`src/rtl/reg_bank_mp_pkg.sv`:
```
// Shared CPU package: address-width helper and zero-register encodings,
// used by the register bank, the ALU and the control FSM.
package reg_bank_mp_pkg;

    localparam int ZERO_REG_OFF = 0;
    localparam int ZERO_REG_ON  = 1;

    // Smallest AW with 2**AW >= n; returns 1 for n <= 2 so an address is never 0 bits wide.
    function automatic int clog2(input int n);
        int r;
        r = 1;
        for (int k = 1; k < 31; k++) begin
            if ((1 << r) < n) r = k + 1;
        end
        return r;
    endfunction

    function automatic bit is_hardwired(input int addr, input int zero_reg);
        return (zero_reg == ZERO_REG_ON) && (addr == 0);
    endfunction

endpackage

```
`src/rtl/reg_bank_mp_if.sv`:
```
// Write/read bus of the multi-port register bank.
interface reg_bank_mp_if
    import reg_bank_mp_pkg::*;
#(
    parameter int WIDTH = 16,
    parameter int DEPTH = 8
);
    localparam int AW = clog2(DEPTH);

    logic             wrr;
    logic [AW-1:0]    wp;
    logic [WIDTH-1:0] data;
    logic             rdr;
    logic [AW-1:0]    pa;
    logic [AW-1:0]    pb;
    logic [WIDTH-1:0] p;
    logic [WIDTH-1:0] q;
    logic             rd_valid;

    modport master (
        output wrr, wp, data, rdr, pa, pb,
        input  p, q, rd_valid
    );

    modport slave (
        input  wrr, wp, data, rdr, pa, pb,
        output p, q, rd_valid
    );

endinterface

```
`src/rtl/reg_bank_mp_rdport.sv`:
```
// One registered read port: write-first bypass, hardwired-zero override,
// output register loaded only on read enable.
module reg_bank_rdport
    import reg_bank_mp_pkg::*;
#(
    parameter int WIDTH    = 16,
    parameter int AW       = 3,
    parameter int ZERO_REG = 0
) (
    input  logic             clk,
    input  logic             rst,
    input  logic             rdr,
    input  logic [AW-1:0]    addr,
    input  logic             wr_en,
    input  logic [AW-1:0]    wp,
    input  logic [WIDTH-1:0] wdata,
    input  logic [WIDTH-1:0] rd_word,
    output logic [WIDTH-1:0] dout
);

    logic [WIDTH-1:0] sel_p0;
    logic [WIDTH-1:0] dout_p1;

    // Stage p0: select stored word, in-flight write, or hardwired zero
    always_comb begin
        sel_p0 = rd_word;
        if (wr_en && (addr == wp)) sel_p0 = wdata;
        if (is_hardwired(int'(addr), ZERO_REG)) sel_p0 = '0;
    end

    // Stage p1: output register
    always_ff @(posedge clk) begin
        if (rst)      dout_p1 <= '0;
        else if (rdr) dout_p1 <= sel_p0;
    end

    assign dout = dout_p1;

endmodule

```
`src/rtl/reg_bank_mp.sv`:
```
// Register bank: one write port, two registered read ports sharing one
// read enable, optional hardwired-zero register 0.
module reg_bank_mp
    import reg_bank_mp_pkg::*;
#(
    parameter int WIDTH    = 16,
    parameter int DEPTH    = 8,
    parameter int ZERO_REG = 0
) (
    input  logic         clk,
    input  logic         rst,
    reg_bank_mp_if.slave bus
);

    localparam int AW = clog2(DEPTH);

    logic [WIDTH-1:0] regs [DEPTH];
    logic             wr_en;
    logic             vld_p1;

    // A write aimed at the hardwired register is dropped here, so neither
    // storage nor the read-port bypass ever sees it.
    assign wr_en = bus.wrr && !is_hardwired(int'(bus.wp), ZERO_REG);

    always_ff @(posedge clk) begin
        if (rst) begin
            for (int i = 0; i < DEPTH; i++) regs[i] <= '0;
        end else if (wr_en) begin
            regs[bus.wp] <= bus.data;
        end
    end

    // Stage p1: read-valid pulse
    always_ff @(posedge clk) begin
        if (rst) vld_p1 <= 1'b0;
        else     vld_p1 <= bus.rdr;
    end

    reg_bank_rdport #(.WIDTH(WIDTH), .AW(AW), .ZERO_REG(ZERO_REG)) u_port_a (
        .clk     (clk),
        .rst     (rst),
        .rdr     (bus.rdr),
        .addr    (bus.pa),
        .wr_en   (wr_en),
        .wp      (bus.wp),
        .wdata   (bus.data),
        .rd_word (regs[bus.pa]),
        .dout    (bus.p)
    );

    reg_bank_rdport #(.WIDTH(WIDTH), .AW(AW), .ZERO_REG(ZERO_REG)) u_port_b (
        .clk     (clk),
        .rst     (rst),
        .rdr     (bus.rdr),
        .addr    (bus.pb),
        .wr_en   (wr_en),
        .wp      (bus.wp),
        .wdata   (bus.data),
        .rd_word (regs[bus.pb]),
        .dout    (bus.q)
    );

    assign bus.rd_valid = vld_p1;

endmodule

```
`src/flat_wrapper.sv`:
```
// flat-port wrapper written by rule: the top's interface ports become plain ports
module reg_bank_mp_flat import reg_bank_mp_pkg::*;
#(
    parameter int WIDTH    = 16,
    parameter int DEPTH    = 8,
    parameter int ZERO_REG = 0
)
  (clk, rst, bus_wrr, bus_wp, bus_data, bus_rdr, bus_pa, bus_pb, bus_p, bus_q, bus_rd_valid);
  reg_bank_mp_if #(.WIDTH(WIDTH), .DEPTH(DEPTH)) bus_i ();
  input  logic clk;
  input  logic rst;
  input wire logic [$bits(bus_i.wrr)-1:0] bus_wrr;
  input wire logic [$bits(bus_i.wp)-1:0] bus_wp;
  input wire logic [$bits(bus_i.data)-1:0] bus_data;
  input wire logic [$bits(bus_i.rdr)-1:0] bus_rdr;
  input wire logic [$bits(bus_i.pa)-1:0] bus_pa;
  input wire logic [$bits(bus_i.pb)-1:0] bus_pb;
  output wire logic [$bits(bus_i.p)-1:0] bus_p;
  output wire logic [$bits(bus_i.q)-1:0] bus_q;
  output wire logic [$bits(bus_i.rd_valid)-1:0] bus_rd_valid;
  assign bus_i.wrr = bus_wrr;
  assign bus_i.wp = bus_wp;
  assign bus_i.data = bus_data;
  assign bus_i.rdr = bus_rdr;
  assign bus_i.pa = bus_pa;
  assign bus_i.pb = bus_pb;
  assign bus_p = bus_i.p;
  assign bus_q = bus_i.q;
  assign bus_rd_valid = bus_i.rd_valid;
  reg_bank_mp #(.WIDTH(WIDTH), .DEPTH(DEPTH), .ZERO_REG(ZERO_REG)) u_core (.clk(clk), .rst(rst), .bus(bus_i));
endmodule
```
`config.mk`:
```
export PLATFORM = sky130hd
export DESIGN_NAME = reg_bank_mp_flat
export DESIGN_NICKNAME = d
export VERILOG_FILES = /design/src/rtl/reg_bank_mp_pkg.sv /design/src/rtl/reg_bank_mp_if.sv /design/src/rtl/reg_bank_mp_rdport.sv /design/src/rtl/reg_bank_mp.sv /design/src/flat_wrapper.sv
export SDC_FILE = /design/constraint.sdc
export NUM_CORES = 1
export LEC_CHECK = 0
export ABC_CLOCK_PERIOD_IN_PS = 5020
export BUFFER_PORTS_ARGS = -buffer_cell sky130_fd_sc_hd__buf_2
export CAP_MARGIN = 20
export CORE_AREA = 3 3 118 148
export CTS_CLUSTER_DIAMETER = 30
export DETAILED_ROUTE_END_ITERATION = 6
export DIE_AREA = 0 0 121 151
export MAX_ROUTING_LAYER = met4
export PLACE_DENSITY = 0.73
export SYNTH_ARGS = -nofsm -noshare
export SYNTH_HDL_FRONTEND = slang
export SYNTH_HIERARCHICAL = 1
export SYNTH_SLANG_ARGS = --single-unit
```
`constraint.sdc`:
```
create_clock -name clk -period 5.02 [get_ports clk]
set_input_delay 0.251 -clock clk [delete_from_list [all_inputs] [get_ports clk]]
set_output_delay 0.251 -clock clk [all_outputs]
set_load 0.05 [all_outputs]
```
==> flow_summary.toml, run 1 <==
[status]
status = "finished, final reports clean"

[floorplanning]
die_height_um = 151
fp.dieW_um = 121
initial_utilization_pct = 54.5
rows = 52
io_pins = 62
core_area_um2 = 16200
dieArea_um2 = 18300

[sta]
period_share_pct = 51.0
finalCriticalPeriod_ns = 2.56
rsz0062_at_grt = "false"
drv_slew = 0
finalSetupViolations = 0
worstMarginPinSlew_ns = 1.20
final.setup_skew_ns = 0.00947
finalHoldViolCount = 0
finalSetupTns_ns = 0
clock.fmax_mhz = 390
maxSlewHeadroom_pct = 19.6

[placed_design]
dp_hpwl_mm = 14.0
place_congestion = 0.880
portBuffers = 61

[logic_synthesis]
synth_top_area_share_pct = 43.5
postSynthCellCount = 667
synth_edf_count = 128
synth_area_leaders = "edfxtp_1 (44%), mux4_1 (17%), dfxtp_1 (7.5%)"
yosys.area.top_type = "edfxtp_1"
syn_area_um2 = 8830
synth.net_count = 696
yosysUniqueCellTypes = 26
avgSynthCellArea_um2 = 13.2
async_flop_share_pct = 0
synth-main-ff-cell = "edfxtp_1"
ys_warn_count = 6
synth_seq_cells = 161
yosysSeqAreaShare_pct = 51.0

[drt]
dr.first_iter.drc_count = 818
num_vias = 6209
antenna_left = 0
route.detailed.drc = 0
vias_per_cell = 6.82
first_pass_iters = 6
wl_per_cell_um = 24.2
totalWireLength_mm = 22.0

[critical_path]
crit_family = "compound AO/OA/AOI/OAI gates"
crit_required_ns = 5.04
crit_buf_inv = 2
path_cells = "buf_2 -> nand3b_1 -> buf_4 -> o21bai_2"
critPathArrivalTime_ns = 2.58
crit_path_end_kind = "register"
critPathMaxStageDelay_ns = 0.83
startpoint_type = "input pin"
critical_path_class = "input pin to register"
crit_path_top_delay_cell = "o21bai_2"
cp_max_fo = 43

[min_path]
hp-class = "input pin to register"

[clocking]
path_clk_slew_ns = 0.06
post_cts_buffers = 0
tritoncts = "built"
cts_resized = 0
insertion_delay_ns = 0.41
hold_buffers = 0
clock-sinks = 161
cts_buffers = 17
ctsLongestPathBuffers = 2
cts_max_level = 4
cts_root_buffer = "clkbuf_16"

[flow_run]
max_cap_viol_count = 0

[global_routing]
grt_max_degree = 66
use_met2_pct = 41.4
use_met3_pct = 3.77
top_usage_layer = "met2"
antenna_found_initial = 0
grt_pass1_wl_mm = 33.4
grt_usage_pct = 24.7
grt_overflow = 0
grt_pass1_vias = 5893
gr-usage-met1_pct = 30.8

[finish]
final_cell_mix = "nor3_1 (128), edfxtp_1 (128), buf_2 (61), mux4_1 (56)"
fin_util_pct = 60.6
syn_to_final_growth_pct = 11.2
antennaDiodeCount = 0
final_layout_size_suffix_gt1_share_pct = 22.9
final_net_count = 711

[power]
leakagePower_nw = 3.30
power_density_nw_per_um2 = 350
peakVddDrop_mv = 0.225
-- worst reg2reg max path, delay by kind of cell, from the launching register on --
family | cells | cell delay (ns)
flip-flops | 1 | 0.43
multiplexers | 2 | 0.88
AO/OA/AOI/OAI | 2 | 0.21
-- per-stage QoR --
step | hold WS [ns] | power [W] | instance area [um2] | worst slack [ns] | cells
after floorplan | 0.379 | 0.00199 | 8830 | 2.74 | 667
after global placement | 0.477 | 0.00212 | 9150 | 2.20 | 874
after detailed placement | 0.478 | 0.00214 | 9150 | 2.08 | 874
after CTS | 0.212 | 0.00342 | 9740 | 2.48 | 906
after global routing | 0.232 | 0.00354 | 9820 | 2.25 | 911
final | 0.226 | 0.00343 | 9820 | 2.46 | 911
-- cell usage after synthesis, types with 6 or more instances --
master and n:
edfxtp_1 128, nor3_1 128, mux4_1 56, clkbuf_1 42
dfxtp_1 33, nand2_1 33, a311oi_1 32, mux2_2 32
nor2_1 32, o41ai_1 32, or4_1 32, buf_2 20
clkinv_1 16, buf_1 9, buf_6 8, mux4_2 8
o21bai_1 8, xor2_1 6
-- registers in the layout, summed over array words and instances, names as in the netlist --
signal,flops
u_core/regs,128
u_core/bus.rd_valid,1
u_core/u_port_a/dout,16
u_core/u_port_b/dout,16
-- worst paths after layout --
path	endpoint	depth (start not counted)	slack, ns	from
worst max register to register	u_core/u_port_a/dout[10]	4	3.34	u_core/regs[4][10]
worst min-delay path	u_core/u_port_a/dout[8]	4	0.23	bus_data[8]
worst max-delay path	u_core/regs[2][14]	4	2.46	rst
worst min register to register	u_core/u_port_b/dout[14]	2	0.48	u_core/u_port_b/dout[14]
-- power breakdown --
group / total [W] / internal (W) / switching, W
combinational: 0.000563 / 0.000205 / 0.000357
sequential: 0.00157 / 0.00153 / 0.0000440
clock: 0.00130 / 0.000778 / 0.000518
total: 0.00343 / 0.00251 / 0.000919
-- logic make-up (layout without fill, tap and decap cells) --
group                     count (synthesis)  in the layout  share of synthesized area (%)
and+or+nand+nor                         231            231                           13.2
DFF                                     161            161                           51.0
buffers and inverters                   101            129                           5.37
muxes                                    96             96                           22.8
AOI/OAI and AO/OA                        72             72                           7.03
xor gates and xnor gates                  6              6                          0.595
-- routing by layer --
metal / part of all wire (%) / vias to the layer above
met1: 38 / 3016
met2: 52 / 390
li1: - / 2770
met4: 1.8 / 0
met5: 0 / -
met3: 8.2 / 33
-- cell type report --
cell class,count,area (um2)
inverter,18,67.6
multi-input combinational,405,3900
sequential,161,4500
clock buffer,17,425
clock inverter,15,169
timing repair buffer,79,478
fill,1165,6380
tap,216,270
(Power assumes the default switching activity.)
==> run 2: changes to the inputs <==
--- a/config.mk
+++ b/config.mk
@@ -5,7 +5,7 @@
 export SDC_FILE = /design/constraint.sdc
 export NUM_CORES = 1
 export LEC_CHECK = 0
-export ABC_CLOCK_PERIOD_IN_PS = 5020
+export ABC_CLOCK_PERIOD_IN_PS = 2650
 export BUFFER_PORTS_ARGS = -buffer_cell sky130_fd_sc_hd__buf_2
 export CAP_MARGIN = 20
 export CORE_AREA = 3 3 118 148
==> constraint.sdc (replaced) <==
create_clock -name clk -period 2.65 [get_ports clk]
set_input_delay 0.1325 -clock clk [delete_from_list [all_inputs] [get_ports clk]]
set_output_delay 0.1325 -clock clk [all_outputs]
set_load 0.05 [all_outputs]
==> flow_summary.toml, run 2 (same netlist as run 1, synthesis figures left out) <==
[finish]
final_net_count = 730
final_layout_size_suffix_gt1_share_pct = 24.8
largest_register_ffs = 128
syn_to_final_growth_pct = 13.1
antennaDiodeCount = 0
regMostFlops = "u_core/regs"
final_cell_mix = "nor3_1 (128), edfxtp_1 (128), buf_2 (61), mux4_1 (56)"
nFillCells = 1224
fin_util_pct = 61.6

[min_path]
hold_depth = 4
hp-class = "input pin to register"

[placed_design]
post-place-ws_ns = 0.611
place_congestion = 0.860
dp_hpwl_mm = 15.7
portBuffers = 61

[critical_path]
crit_required_ns = 2.91
r2r_slack_ns = 0.97
r2r-start = "u_core/regs[1][15]"
critPathCapture = "u_core/u_port_a/dout[15]"
reg2reg_to = "u_core/u_port_a/dout[15]"
crit_path_end_kind = "register"
cp_max_fo = 2
critical_path_class = "register to register"
crit_start = "u_core/regs[1][15]"
rr_worst_depth = 4
critPathArrivalTime_ns = 1.94
startpoint_type = "register"

[sta]
finalHoldViolCount = 0
rsz0062_at_grt = "false"
finalSetupViolations = 0
worstMarginPinSlew_ns = 1.17
holdWs_ns = 0.0935
finalSetupTns_ns = 0
finalCriticalPeriod_ns = 1.68
period_share_pct = 63.3
drv_slew = 0
clock.fmax_mhz = 596
fin_ws_ns = 0.972
final.setup_skew_ns = 0.00850
maxSlewHeadroom_pct = 22.2

[drt]
totalWireLength_mm = 24.8
num_vias = 6614
route.detailed.drc = 0
first_pass_iters = 5
dr.first_iter.drc_count = 638
wl_per_cell_um = 26.6
antenna_left = 0
vias_per_cell = 7.11

[floorplanning]
die_height_um = 151
initial_utilization_pct = 54.5
io_pins = 62
fp.dieW_um = 121
rows = 52
dieArea_um2 = 18300
core_area_um2 = 16200

[clocking]
hold_buffers = 0
path_clk_slew_ns = 0.07
clock-sinks = 161
cts_buffers = 17
cts_resized = 0
tritoncts = "built"
insertion_delay_ns = 0.43
cts_max_level = 4
ctsLongestPathBuffers = 2
cts_root_buffer = "clkbuf_16"
post_cts_buffers = 0

[global_routing]
grt_pass1_wl_mm = 36.8
grt_max_degree = 64
grt_overflow = 0
grt_usage_pct = 27.9
grt_pass1_vias = 6541
antenna_found_initial = 0

[power]
leakagePower_nw = 3.41
peakVddDrop_mv = 0.440
power.total_w = 0.00669
power_density_nw_per_um2 = 670

[flow_run]
max_cap_viol_count = 0

[status]
status = "finished, final reports clean"
run 2: cell count changes in the layout (fill, tap and decap cells not counted), sizes merged:
cell | before | now
clkbuf | 17 | 18
clkinvlp | 5 | 3
buf | 79 | 98
inv | 2 | 4
clkinv | 23 | 21
bufinv | 3 | 4
run 2: through the flow:
stage                     std cells  cell area, um2
final                           930            9980
after global routing            930            9980
after CTS                       929            9960
after detailed placement        897            9350
after global placement          895            9320
after floorplan                 667            8830
run 2: how the worst min path moves through the flow:
stage	slack, ns	startpoint	to
finish	0.09	bus_data[9]	u_core/u_port_b/dout[9]
global route	0.1	bus_data[9]	u_core/u_port_b/dout[9]
CTS	0.08	bus_data[8]	u_core/u_port_a/dout[8]
detailed placement	0.48	u_core/u_port_a/dout[11]	u_core/u_port_a/dout[11]
global placement	0.47	u_core/u_port_b/dout[4]	u_core/u_port_b/dout[4]
floorplan	0.26	bus_rdr	u_core/bus.rd_valid
run 2: per-layer routing:
layer,vias up,routed length (um),global-route usage [%]
met5,-,0,-
met4,0,626,9.69
met3,57,2340,5.68
met2,483,12700,47.5
met1,3272,9140,33.3
li1,2802,-,-
run 2: worst max-delay path, cell delays in order (launching register included):
cell and delay (ns):
edfxtp_1 0.39, mux4_1 0.54, mux2_2 0.30, o41ai_1 0.09, a311oi_1 0.19
run 2: where the power goes:
group,internal [W],switching (W)
registers,0.00290,0.0000898
logic,0.000403,0.000705
clock network,0.00157,0.00102
total,0.00488,0.00181
run 2: cell type report:
type / instances / area, um2 / area share [%]
Inverter: 18 / 67.6 / 0.677
Sequential cell: 161 / 4500 / 45.1
Timing Repair Buffer: 98 / 623 / 6.24
Clock inverter: 14 / 186 / 1.87
Clock buffer: 18 / 429 / 4.30
Tap cell: 216 / 270 / 2.71
Multi-Input combinational cell: 405 / 3900 / 39.1
